<file path="src/rtl/npu_pkg.sv">
// Shared types and constants for the NPU input loader slice.
package npu_pkg;

  localparam int unsigned NPU_BYTE_W = 8;
  localparam int unsigned LANE_W     = 2;

  localparam logic [LANE_W-1:0] LANE_A = 2'd0;
  localparam logic [LANE_W-1:0] LANE_B = 2'd1;
  localparam logic [LANE_W-1:0] LANE_C = 2'd2;
  localparam logic [LANE_W-1:0] LANE_D = 2'd3;

  typedef enum logic [2:0] {
    IDLE     = 3'd0,
    FILL     = 3'd1,
    LOAD     = 3'd2,
    WAIT_ACK = 3'd3,
    FIN      = 3'd4
  } npu_state_e;

  // Four-lane vector as presented to the input buffer data pins.
  typedef struct packed {
    logic [NPU_BYTE_W-1:0] d;
    logic [NPU_BYTE_W-1:0] c;
    logic [NPU_BYTE_W-1:0] b;
    logic [NPU_BYTE_W-1:0] a;
  } npu_vec_t;

endpackage

</file>
<file path="src/rtl/npu_lane_assembler.sv">
// Lane counter plus the four staged lane registers; bytes land in A..D order.
module npu_lane_assembler
  import npu_pkg::*;
(
  input  logic                  CLKEXT,
  input  logic                  CLR_BUF_IN,
  input  logic                  wr_en,
  input  logic                  clr_idx,
  input  logic [NPU_BYTE_W-1:0] data,
  output logic [LANE_W-1:0]     lane,
  output npu_vec_t              lanes
);

  // Lane index wraps 3 -> 0 naturally; lanes keep their value until rewritten.
  always_ff @(posedge CLKEXT or negedge CLR_BUF_IN) begin
    if (!CLR_BUF_IN) begin
      lane  <= LANE_A;
      lanes <= '0;
    end else begin
      if (clr_idx) begin
        lane <= LANE_A;
      end else if (wr_en) begin
        lane <= lane + LANE_W'(1);
      end
      if (wr_en) begin
        case (lane)
          LANE_A: lanes.a <= data;
          LANE_B: lanes.b <= data;
          LANE_C: lanes.c <= data;
          LANE_D: lanes.d <= data;
        endcase
      end
    end
  end

endmodule

</file>
<file path="src/rtl/npu_input_loader.sv">
// Byte-stream to NPU input buffer sequencer: assemble, load, present, repeat per batch.
module npu_input_loader
  import npu_pkg::*;
#(
  parameter int unsigned NUM_VECTORS = 4,
  parameter int unsigned IW          = (NUM_VECTORS > 1) ? $clog2(NUM_VECTORS) : 1
) (
  input  logic                  CLKEXT,
  input  logic                  CLR_BUF_IN,
  input  logic                  START,
  input  logic [NPU_BYTE_W-1:0] S_DATA,
  input  logic                  S_VALID,
  output logic                  S_READY,
  output logic [NPU_BYTE_W-1:0] DA,
  output logic [NPU_BYTE_W-1:0] DB,
  output logic [NPU_BYTE_W-1:0] DC,
  output logic [NPU_BYTE_W-1:0] DD,
  output logic                  EN_BUF_IN,
  output logic                  VEC_VALID,
  input  logic                  VEC_ACK,
  output logic [IW-1:0]         VEC_IDX,
  output logic                  BUSY,
  output logic                  DONE
);

  localparam logic [IW-1:0] LAST_VEC = IW'(NUM_VECTORS - 1);

  npu_state_e          state_q, state_nxt;
  logic [IW-1:0]       vec_q, vec_nxt;
  logic                wr_en, clr_idx;
  logic [LANE_W-1:0]   lane;
  npu_vec_t            lanes;

  npu_lane_assembler u_lanes (
    .CLKEXT     (CLKEXT),
    .CLR_BUF_IN (CLR_BUF_IN),
    .wr_en      (wr_en),
    .clr_idx    (clr_idx),
    .data       (S_DATA),
    .lane       (lane),
    .lanes      (lanes)
  );

  always_ff @(posedge CLKEXT or negedge CLR_BUF_IN) begin
    if (!CLR_BUF_IN) begin
      state_q <= IDLE;
      vec_q   <= '0;
    end else begin
      state_q <= state_nxt;
      vec_q   <= vec_nxt;
    end
  end

  always_comb begin
    state_nxt = state_q;
    vec_nxt   = vec_q;
    wr_en     = 1'b0;
    clr_idx   = 1'b0;
    unique case (state_q)
      IDLE: begin
        if (START) begin
          clr_idx   = 1'b1;
          vec_nxt   = '0;
          state_nxt = FILL;
        end
      end
      FILL: begin
        if (S_VALID) begin
          wr_en = 1'b1;
          if (lane == LANE_D) state_nxt = LOAD;
        end
      end
      LOAD: state_nxt = WAIT_ACK;
      WAIT_ACK: begin
        if (VEC_ACK) begin
          if (vec_q == LAST_VEC) begin
            state_nxt = FIN;
          end else begin
            vec_nxt   = vec_q + IW'(1);
            state_nxt = FILL;
          end
        end
      end
      FIN:     state_nxt = IDLE;
      default: state_nxt = IDLE;
    endcase
  end

  // Flags are registered decodes of the next state, so they track the state exactly.
  always_ff @(posedge CLKEXT or negedge CLR_BUF_IN) begin
    if (!CLR_BUF_IN) begin
      S_READY   <= 1'b0;
      EN_BUF_IN <= 1'b0;
      VEC_VALID <= 1'b0;
      BUSY      <= 1'b0;
      DONE      <= 1'b0;
    end else begin
      S_READY   <= (state_nxt == FILL);
      EN_BUF_IN <= (state_nxt == LOAD);
      VEC_VALID <= (state_nxt == WAIT_ACK);
      BUSY      <= (state_nxt != IDLE);
      DONE      <= (state_nxt == FIN);
    end
  end

  assign VEC_IDX = vec_q;
  assign DA      = lanes.a;
  assign DB      = lanes.b;
  assign DC      = lanes.c;
  assign DD      = lanes.d;

endmodule
</file>
<file path="config.mk">
export PLATFORM = sky130hd
export DESIGN_NAME = npu_input_loader
export DESIGN_NICKNAME = d
export VERILOG_FILES = /design/src/rtl/npu_pkg.sv /design/src/rtl/npu_lane_assembler.sv /design/src/rtl/npu_input_loader.sv
export SDC_FILE = /design/constraint.sdc
export NUM_CORES = 1
export LEC_CHECK = 0
export CORE_UTILIZATION = 25
export CTS_CLUSTER_SIZE = 8
export DETAILED_ROUTE_END_ITERATION = 10
export PLACE_DENSITY = 0.47
export SLEW_MARGIN = 20
export SYNTH_ARGS = -nofsm -noshare
export SYNTH_HDL_FRONTEND = slang
export SYNTH_HIERARCHICAL = 1
export SYNTH_SLANG_ARGS = --single-unit
</file>
<file path="constraint.sdc">
create_clock -name CLKEXT -period 2.15 [get_ports CLKEXT]
set_input_delay 0.5375 -clock CLKEXT [delete_from_list [all_inputs] [get_ports CLKEXT]]
set_output_delay 0.5375 -clock CLKEXT [all_outputs]
set_load 0.01 [all_outputs]
</file>
==> results of run 1 <==
-- cells by family (layout without fill, tap and decap cells) --
logic type               count (synthesis)  after routing  synth area share (%)
adder cells (fa/ha/maj)                  5              5                  3.52
AO/OA/AOI/OAI                            7              7                  3.87
buffers and inverters                    6             65                  1.62
AND/OR/NAND/NOR                         24             24                  7.81
XOR/XNOR                                 1              1                 0.492
multiplexers                            33             33                  20.8
flip-flops                              44             44                  61.9
-- power breakdown --
part / total, mW / internal, mW / switching [mW] / leakage (nW)
Sequential: 1.46 / 1.21 / 0.242 / 0.526
Clock: 0.536 / 0.261 / 0.275 / 0.0445
Combinational: 1.69 / 1.04 / 0.641 / 0.492
Total: 3.68 / 2.52 / 1.16 / 1.06
-- final timing paths --
kind	startpoint	to	slack (ns)	depth (start not counted)
max in group asynchronous	CLR_BUF_IN	u_lanes/lanes[12]	1.27	2
worst min-delay path	CLR_BUF_IN	u_lanes/lanes[5]	0.19	1
worst max-delay path	S_VALID	u_lanes/lanes[13]	0.32	5
worst min register to register	u_lanes/lanes[0]	u_lanes/lanes[0]	0.51	1
min in group CLKEXT	u_lanes/lanes[0]	u_lanes/lanes[0]	0.51	1
worst max register to register	state_q[1]	u_lanes/lanes[13]	0.52	4
-- per-stage QoR --
stage	area, µm²	worst slack, ns	hold WS (ns)	setup TNS [ns]
after floorplan	1780	0.561	0.242	0
after global placement	2410	-0.0140	0.488	-0.175
after detailed placement	2410	-0.0190	0.491	-0.178
after CTS	2500	0.301	0.208	0
after global routing	2500	0.223	0.220	0
final	2500	0.319	0.195	0
-- state kept, by name, summed over array words and instances, names as in the netlist --
signal / cells
state_q: 3
DONE: 1
BUSY: 1
VEC_IDX: 2
S_READY: 1
u_lanes/lane: 2
VEC_VALID: 1
EN_BUF_IN: 1
u_lanes/lanes: 32
-- critical path: cells and delay by family --
kind | cells | cell delay, ns
buffers and inverters | 2 | 0.69
AND/OR/NAND/NOR | 2 | 0.46
multiplexers | 1 | 0.32
-- final cells by class --
cell class                      count  area [µm²]  share of cell area (%)
Tap cell                           96         120                    4.80
Clock buffer                        7        86.3                    3.45
Timing Repair Buffer               54         528                    21.1
Inverter                            3        11.3                   0.450
Sequential cell                    44        1100                    44.0
Multi-Input combinational cell     70         649                    25.9
Clock inverter                      1        7.51                   0.300
-- Yosys cell counts, types with 2 or more instances --
cell | n | area share, %
mux2_2 | 32 | 20
dfrtp_1 | 44 | 62
nand2b_1 | 2 | 0.70
inv_1 | 3 | 0.63
nand2_2 | 4 | 1.4
nor2_1 | 8 | 1.7
ha_1 | 5 | 3.5
nor3_1 | 2 | 0.56
and2_1 | 2 | 0.70
buf_2 | 2 | 0.56
-- layer usage --
layer / GRT usage, % / vias to the layer above
li1: - / 533
met1: 12.5 / 585
met2: 19.8 / 41
met3: 2.86 / 7
met4: 4.70 / 0
met5: 0 / -
==> impl_metrics.json, run 1 <==
{
  "rows": 30,
  "power.leakage_nw": 1.06,
  "fin_crit_ns": 1.83,
  "crit_chain": "clkdlybuf4s50_1 -> nor4bb_2 -> buf_4 -> nand2_2 -> mux2_2",
  "clock_sinks": 44,
  "dp_cells": 267,
  "finalWirelength_um": 3850,
  "status": "finished clean",
  "seq_area_frac_synth_pct": 61.9,
  "numCtsBuffers": 5,
  "arrival_ns": 2.01,
  "die_w_um": 86.4,
  "vias": 1166,
  "max_freq_mhz": 546,
  "drtPass1Iterations": 2,
  "die_h_um": 86.4,
  "synth-seq-cells": 44,
  "yosys_warnings": 6,
  "crit_required_ns": 2.33,
  "top_level_ports": 52,
  "synthCells": 120,
  "wl_met3_um": 225,
  "setup_violations": 0,
  "numPortBuffers": 51,
  "drtAntennaViolNets": 0,
  "first_iter_violations": 11,
  "grt_pass1_vias": 1260,
  "wl_met2_um": 1980,
  "die-area_mm2": 0.00746,
  "fin_util_pct": 36.6,
  "cpMaxStageDelayCell": "clkdlybuf4s50_1",
  "slowest_delay_ns": 0.47,
  "met1_length_um": 1580,
  "crit_fanout": 8,
  "cts_resized": 0,
  "synth_edf_count": 0,
  "fillers": 691,
  "power_mw": 3.68,
  "grt_pass1_wl_um": 6240,
  "clock_latency_ns": 0.29,
  "synth_cell_types": 26,
  "synth_ff_type": "dfrtp_1",
  "hold_path.class": "primary input to asynchronous set/reset pin",
  "antenna_found_initial": 0,
  "fp.coreArea_mm2": 0.00683,
  "grt_max_degree": 25,
  "htree_levels": 2,
  "drcViolationCount": 0,
  "hold_viol_final": 0,
  "tightest_slew_ns": 0.474,
  "path_class": "primary input to register",
  "finalCritPeriodShare_pct": 85.2,
  "cts_tree": "done",
  "gp_congestion": 0.729,
  "dp_hpwl_um": 2770,
  "rsz0062_at_grt": "false",
  "powerDensity_mw_per_mm2": 1470,
  "instances_no_fill": 275,
  "start_kind": "primary input",
  "vdd_drop_max_mv": 0.450,
  "syn_area_per_cell_um2": 14.8,
  "drive_gt1_share_pct": 27.9,
  "grtUsageTotal_pct": 11.1,
  "slew_headroom_pct": 68.4,
  "async_flop_share_pct": 100,
  "finalMaxSlewViolations": 0,
  "post_cts_buffers": 0,
  "mostFrequentLayoutCells": "clkdlybuf4s50_1 (50), dfrtp_1 (44), mux2_2 (32)",
  "cts.clk_slew.worst_paths_ns": 0.08,
  "cts_max_path_buffers": 2,
  "max_cap_violations": 0,
  "finalClockSkew_ns": 0.00290,
  "syn_to_final_growth_pct": 40.7,
  "final_common_cell": "clkdlybuf4s50_1",
  "start_util_pct": 26.0,
  "antennaDiodeCount": 0,
  "synthesis.area_mm2": 0.00178,
  "finalNetCount": 196,
  "top_layer_used": "met4",
  "worstSetupEndpointType": "register",
  "gr-total-overflow": 0,
  "detail_route.wl_per_cell_um": 14.0,
  "holdBufCountCts": 0,
  "cts_root_buf": "clkbuf_8",
  "syn_nets": 138,
  "viasPerCell": 4.24
}
Note: power is estimated with default switching activity, not from simulation.
==> run 2, diff against run 1 <==
--- a/config.mk
+++ b/config.mk
@@ -5,6 +5,7 @@
 export SDC_FILE = /design/constraint.sdc
 export NUM_CORES = 1
 export LEC_CHECK = 0
+export CORE_MARGIN = 5
 export CORE_UTILIZATION = 25
 export CTS_CLUSTER_SIZE = 8
 export DETAILED_ROUTE_END_ITERATION = 10
==> constraint.sdc (replaced) <==
create_clock -name CLKEXT -period 2.15 [get_ports CLKEXT]
set_input_delay 0.43 -clock CLKEXT [delete_from_list [all_inputs] [get_ports CLKEXT]]
set_output_delay 0.43 -clock CLKEXT [all_outputs]
set_load 0.01 [all_outputs]
==> run 2 against run 1 <==
Net effect:
- clock power about the same
- sequential power about the same
- final cell count increased by 0.73%
- critical path type unchanged
- non-clock buffer count increased by 2
- combinational power about the same
- wire length increased by 5.5%
- register-to-register slack got worse by 0.07 ns
- flip-flop and latch count unchanged
- first-iteration DRC count increased by 27%
- critical endpoint is now u_lanes/lanes[5]
==> impl_metrics.json, run 2 (synthesis gave the netlist of run 1 again) <==
{
  "grtUsageTotal_pct": 9.88,
  "rows": 30,
  "hold_viol_final": 0,
  "cp.depth": 5,
  "crit_required_ns": 2.33,
  "largest_reg_flops": 32,
  "gp_congestion": 0.827,
  "top_level_ports": 52,
  "postPlaceCellArea_mm2": 0.00242,
  "finalNetCount": 198,
  "met3_usage_pct": 4.62,
  "arrival_ns": 1.95,
  "cts_root_buf": "clkbuf_8",
  "cts_max_path_buffers": 2,
  "antennaDiodeCount": 0,
  "largestRegisters": "u_lanes/lanes (32), state_q (3)",
  "antenna_found_initial": 0,
  "crit_fanout": 8,
  "r2r-start": "state_q[2]",
  "mostFrequentLayoutCells": "clkdlybuf4s50_1 (50), dfrtp_1 (44), mux2_2 (32)",
  "drcViolationCount": 0,
  "rr_worst_depth": 4,
  "status": "finished clean",
  "use_met2_pct": 16.5,
  "cts_tree": "done",
  "setup_ws_ns": 0.375,
  "cp_top_family": "buffers and inverters",
  "crit_chain": "clkdlybuf4s50_1 -> nor4bb_2 -> buf_4 -> nand2_2 -> mux2_2",
  "grtUsageMet1_pct": 10.9,
  "hold_path.class": "primary input to asynchronous set/reset pin",
  "grt_max_degree": 21,
  "tightest_slew_ns": 0.353,
  "slowest_delay_ns": 0.47,
  "fin_crit_ns": 1.78,
  "die_h_um": 94.4,
  "setup_violations": 0,
  "start_kind": "primary input",
  "path_class": "primary input to register",
  "die-area_mm2": 0.00890,
  "numCtsBuffers": 5,
  "final_common_cell": "clkdlybuf4s50_1",
  "place_ws_ns": 0.0322,
  "design_area_mm2": 0.00252,
  "vias": 1182,
  "rsz0062_at_grt": "false",
  "finalSetupTns_ns": 0,
  "drive_gt1_share_pct": 28.7,
  "cts_resized": 0,
  "drtAntennaViolNets": 0,
  "fp.coreArea_mm2": 0.00687,
  "gr-total-overflow": 0,
  "slew_headroom_pct": 76.4,
  "htree_levels": 2,
  "finalCritPeriodShare_pct": 82.6,
  "finalWirelength_um": 4060,
  "numPortBuffers": 51,
  "grt_pass1_wl_um": 6700,
  "worst-path-buf-inv": 2,
  "largest-register": "u_lanes/lanes",
  "clock_sinks": 44,
  "finalMaxSlewViolations": 0,
  "viasPerCell": 4.27,
  "vdd_drop_max_mv": 0.429,
  "worstSetupEndpointType": "register",
  "first_iter_violations": 14,
  "die_w_um": 94.4,
  "cts.clk_slew.worst_paths_ns": 0.08,
  "r2r-end": "u_lanes/lanes[5]",
  "grt_pass1_vias": 1337,
  "power.leakage_nw": 1.07,
  "start_util_pct": 25.9,
  "max_cap_violations": 0,
  "clock_latency_ns": 0.29,
  "busiest_layer": "met2",
  "dp_hpwl_um": 2990,
  "max_freq_mhz": 563,
  "finalClockSkew_ns": 0.00490,
  "syn_to_final_growth_pct": 41.9,
  "detail_route.wl_per_cell_um": 14.6,
  "powerDensity_mw_per_mm2": 1470,
  "cpMaxStageDelayCell": "clkdlybuf4s50_1",
  "drtPass1Iterations": 4,
  "r2r_slack_ns": 0.45
}
run 2: cell types whose count changed in the layout (fill, tap and decap cells not counted), sizes merged:
| cell | delta |
|---|---|
| buf | +1 |
| clkbuf | -1 |
| clkinvlp | +1 |
| dlygate4sd3 | +1 |
run 2: repair_timing:
| item | in CTS | in global routing |
|---|---|---|
| hold buffers | 1 | 0 |
| buffers inserted | 0 | 0 |
| endpoints found under the hold margin | 4 | 0 |
run 2: cell type report:
type | instances | area, µm²
inverters | 3 | 11.3
clock inverters | 2 | 15.0
multi-input cells | 70 | 649
well taps | 96 | 120
repair buffers | 56 | 546
clock buffers | 6 | 82.6
fillers | 675 | 4340
flip-flops and latches | 44 | 1100
run 2: worst max path at each step:
stage               start                end  slack [ns]
3_3_place_gp      S_VALID   u_lanes/lanes[4]        0.04
4_1_cts           S_VALID   u_lanes/lanes[4]        0.36
3_5_place_dp      S_VALID   u_lanes/lanes[4]        0.03
2_1_floorplan  state_q[1]   u_lanes/lanes[0]        0.62
6_report          S_VALID   u_lanes/lanes[5]        0.37
5_1_grt           S_VALID  u_lanes/lanes[29]        0.31
run 2: stage by stage:
| step | std cells | power [mW] | util [%] | hold slack, ns |
|---|---|---|---|---|
| 2_1_floorplan | 120 | 2.27 | - | 0.134 |
| 3_3_place_gp | 268 | 3.17 | 35.2 | 0.255 |
| 3_5_place_dp | 268 | 3.21 | 35.2 | 0.257 |
| 4_1_cts | 277 | 3.79 | 36.8 | 0.469 |
| 5_1_grt | 277 | 3.97 | 36.8 | 0.499 |
| 6_report | 277 | 3.70 | 36.8 | 0.482 |
run 2: power by group:
part / leakage, nW / total, mW / internal, mW / switching, mW
Combinational: 0.501 / 1.71 / 1.05 / 0.659
Sequential: 0.526 / 1.45 / 1.21 / 0.239
Clock: 0.0434 / 0.539 / 0.260 / 0.279
Total: 1.07 / 3.70 / 2.52 / 1.18
run 2: per-layer routing:
layer  wire (µm)  up-vias
met1        1620      586
met2        1980       46
li1            -      542
met4          65        0
met5           0        -
met3         398        8
==> run 3, diff against run 2 <==
==> constraint.sdc (replaced) <==
create_clock -name CLKEXT -period 1.8 [get_ports CLKEXT]
set_input_delay 0.36 -clock CLKEXT [delete_from_list [all_inputs] [get_ports CLKEXT]]
set_output_delay 0.36 -clock CLKEXT [all_outputs]
set_load 0.01 [all_outputs]
==> run 3 against run 2 <==
Net effect:
- flip-flop and latch count did not move
- wire length rose by 4.2%
- cell area grew 0.74%
- die area is the same
- final cell count grew 0.72%
- first-iteration DRC count increased by 64%
- highest routed layer unchanged
==> impl_metrics.json, run 3 (synthesis gave the netlist of run 1 again) <==
{
  "gp_congestion": 0.843,
  "grt_pass1_wl_um": 6760,
  "power.leakage_nw": 1.09,
  "syn_to_final_growth_pct": 43.0,
  "finalMaxSlewViolations": 0,
  "combinationalPowerShare_pct": 48.0,
  "dp_hpwl_um": 3070,
  "r2r_slack_ns": 0.22,
  "first_iter_violations": 23,
  "status": "finished clean",
  "finalCritPeriodShare_pct": 95.7,
  "hold_path.class": "primary input to asynchronous set/reset pin",
  "drtPass1Iterations": 4,
  "rr_worst_depth": 4,
  "arrival_ns": 1.90,
  "p_int_mw": 3.01,
  "rows": 30,
  "start_kind": "primary input",
  "finalNetCount": 201,
  "worstSetupEndpointType": "register",
  "die-area_mm2": 0.00890,
  "antenna_found_initial": 0,
  "worst-path-buf-inv": 2,
  "pwr-share-clk_pct": 13.3,
  "cts_tree": "done",
  "tightest_slew_ns": 0.297,
  "die_w_um": 94.4,
  "largest_reg_flops": 32,
  "htree_levels": 2,
  "clock_latency_ns": 0.29,
  "antennaDiodeCount": 0,
  "r2r-end": "u_lanes/lanes[24]",
  "drcViolationCount": 0,
  "die_h_um": 94.4,
  "whs_ns": 0.427,
  "largest-register": "u_lanes/lanes",
  "slowest_delay_ns": 0.48,
  "place_ws_ns": -0.224,
  "max_freq_mhz": 580,
  "path_class": "primary input to register",
  "numCtsBuffers": 5,
  "fillers": 673,
  "grt_max_degree": 40,
  "vdd_drop_max_mv": 0.524,
  "rsz0062_at_grt": "false",
  "cts.clk_slew.worst_paths_ns": 0.08,
  "crit_required_ns": 1.98,
  "fin_crit_ns": 1.72,
  "drive_gt1_share_pct": 29.5,
  "max_cap_violations": 0,
  "viasPerCell": 4.25,
  "fp.coreArea_mm2": 0.00687,
  "start_util_pct": 25.9,
  "setup_violations": 0,
  "cts_root_buf": "clkbuf_8",
  "final_common_cell": "clkdlybuf4s50_1",
  "numPortBuffers": 51,
  "hold_viol_final": 0,
  "clock_sinks": 44,
  "p_seq_share_pct": 38.7,
  "detail_route.wl_per_cell_um": 15.2,
  "cp_top_family": "buffers and inverters",
  "grt_pass1_vias": 1321,
  "top_level_ports": 52,
  "slew_headroom_pct": 80.0,
  "cts_max_path_buffers": 2,
  "finalWirelength_um": 4230,
  "mostFrequentLayoutCells": "clkdlybuf4s50_1 (50), dfrtp_1 (44), mux2_2 (32)",
  "startpoint": "S_VALID",
  "vias": 1187,
  "powerDensity_mw_per_mm2": 1740,
  "power_mw": 4.43,
  "largestRegisters": "u_lanes/lanes (32), state_q (3)",
  "switchingPower_mw": 1.42,
  "p_sw_share_pct": 32.1,
  "r2r-start": "state_q[1]",
  "post_cts_buffers": 0,
  "gr-total-overflow": 0,
  "finalClockSkew_ns": 0.00222,
  "setup_ws_ns": 0.0772,
  "grtUsageTotal_pct": 10.0,
  "cpMaxStageDelayCell": "clkdlybuf4s50_1",
  "crit_fanout": 8,
  "crit_chain": "clkdlybuf4s50_1 -> nor4bb_2 -> buf_4 -> nand2_2 -> mux2_2",
  "drtAntennaViolNets": 0
}
run 3: cell count changes in the layout (fill, tap and decap cells not counted), sizes merged:
cell and delta:
buf +3, clkinv +1, clkbuf -1, clkinvlp -1
run 3: cell type report:
class	instances	area, µm²	share of cell area [%]
clock inverter	2	12.5	0.492
multi-input combinational	70	649	25.5
inverter	3	11.3	0.443
sequential	44	1100	43.3
tap	96	120	4.72
clock buffer	5	68.8	2.71
timing repair buffer	59	581	22.8
run 3: power by group through the flow:
stage	clock network, mW	logic, mW	registers, mW
6_report	0.590	2.12	1.71
5_1_grt	0.669	2.29	1.78
4_1_cts	0.631	2.16	1.72
3_5_place_dp	0	2.15	1.74
3_3_place_gp	0	2.11	1.73
2_1_floorplan	0	0.805	1.91
run 3: per-layer routing:
metal,vias to the layer above,global-route usage (%),wire length [µm]
li1,544,-,-
met1,589,11.9,1770
met2,47,16.1,2030
met3,7,4.62,374
met4,0,3.37,51
met5,-,0,0
run 3: what timing repair did:
action / 4_1_cts / 5_1_grt
endpoints found under the hold margin: 5 / 0
endpoints found under the setup margin: 0 / 0
resized for setup: 0 / 0
hold buffers: 1 / 0
run 3: per-stage QoR:
stage          setup TNS [ns]  cells  instance area (µm²)  utilization, %
6_report                    0    279                 2540            37.0
5_1_grt                     0    279                 2540            37.0
4_1_cts                     0    279                 2540            37.0
3_5_place_dp            -6.51    271                 2450            35.7
3_3_place_gp            -6.11    271                 2450            35.7
2_1_floorplan               0    120                 1780               -
run 3: how the worst max path moves through the flow:
stage | slack, ns | cells past startpoint | end
finish | 0.08 | 5 | u_lanes/lanes[24]
CTS | 0.09 | 5 | u_lanes/lanes[28]
detailed placement | -0.22 | 5 | u_lanes/lanes[24]
floorplan | 0.27 | 4 | u_lanes/lanes[0]
global route | 0.03 | 5 | u_lanes/lanes[27]
global placement | -0.22 | 5 | u_lanes/lanes[4]
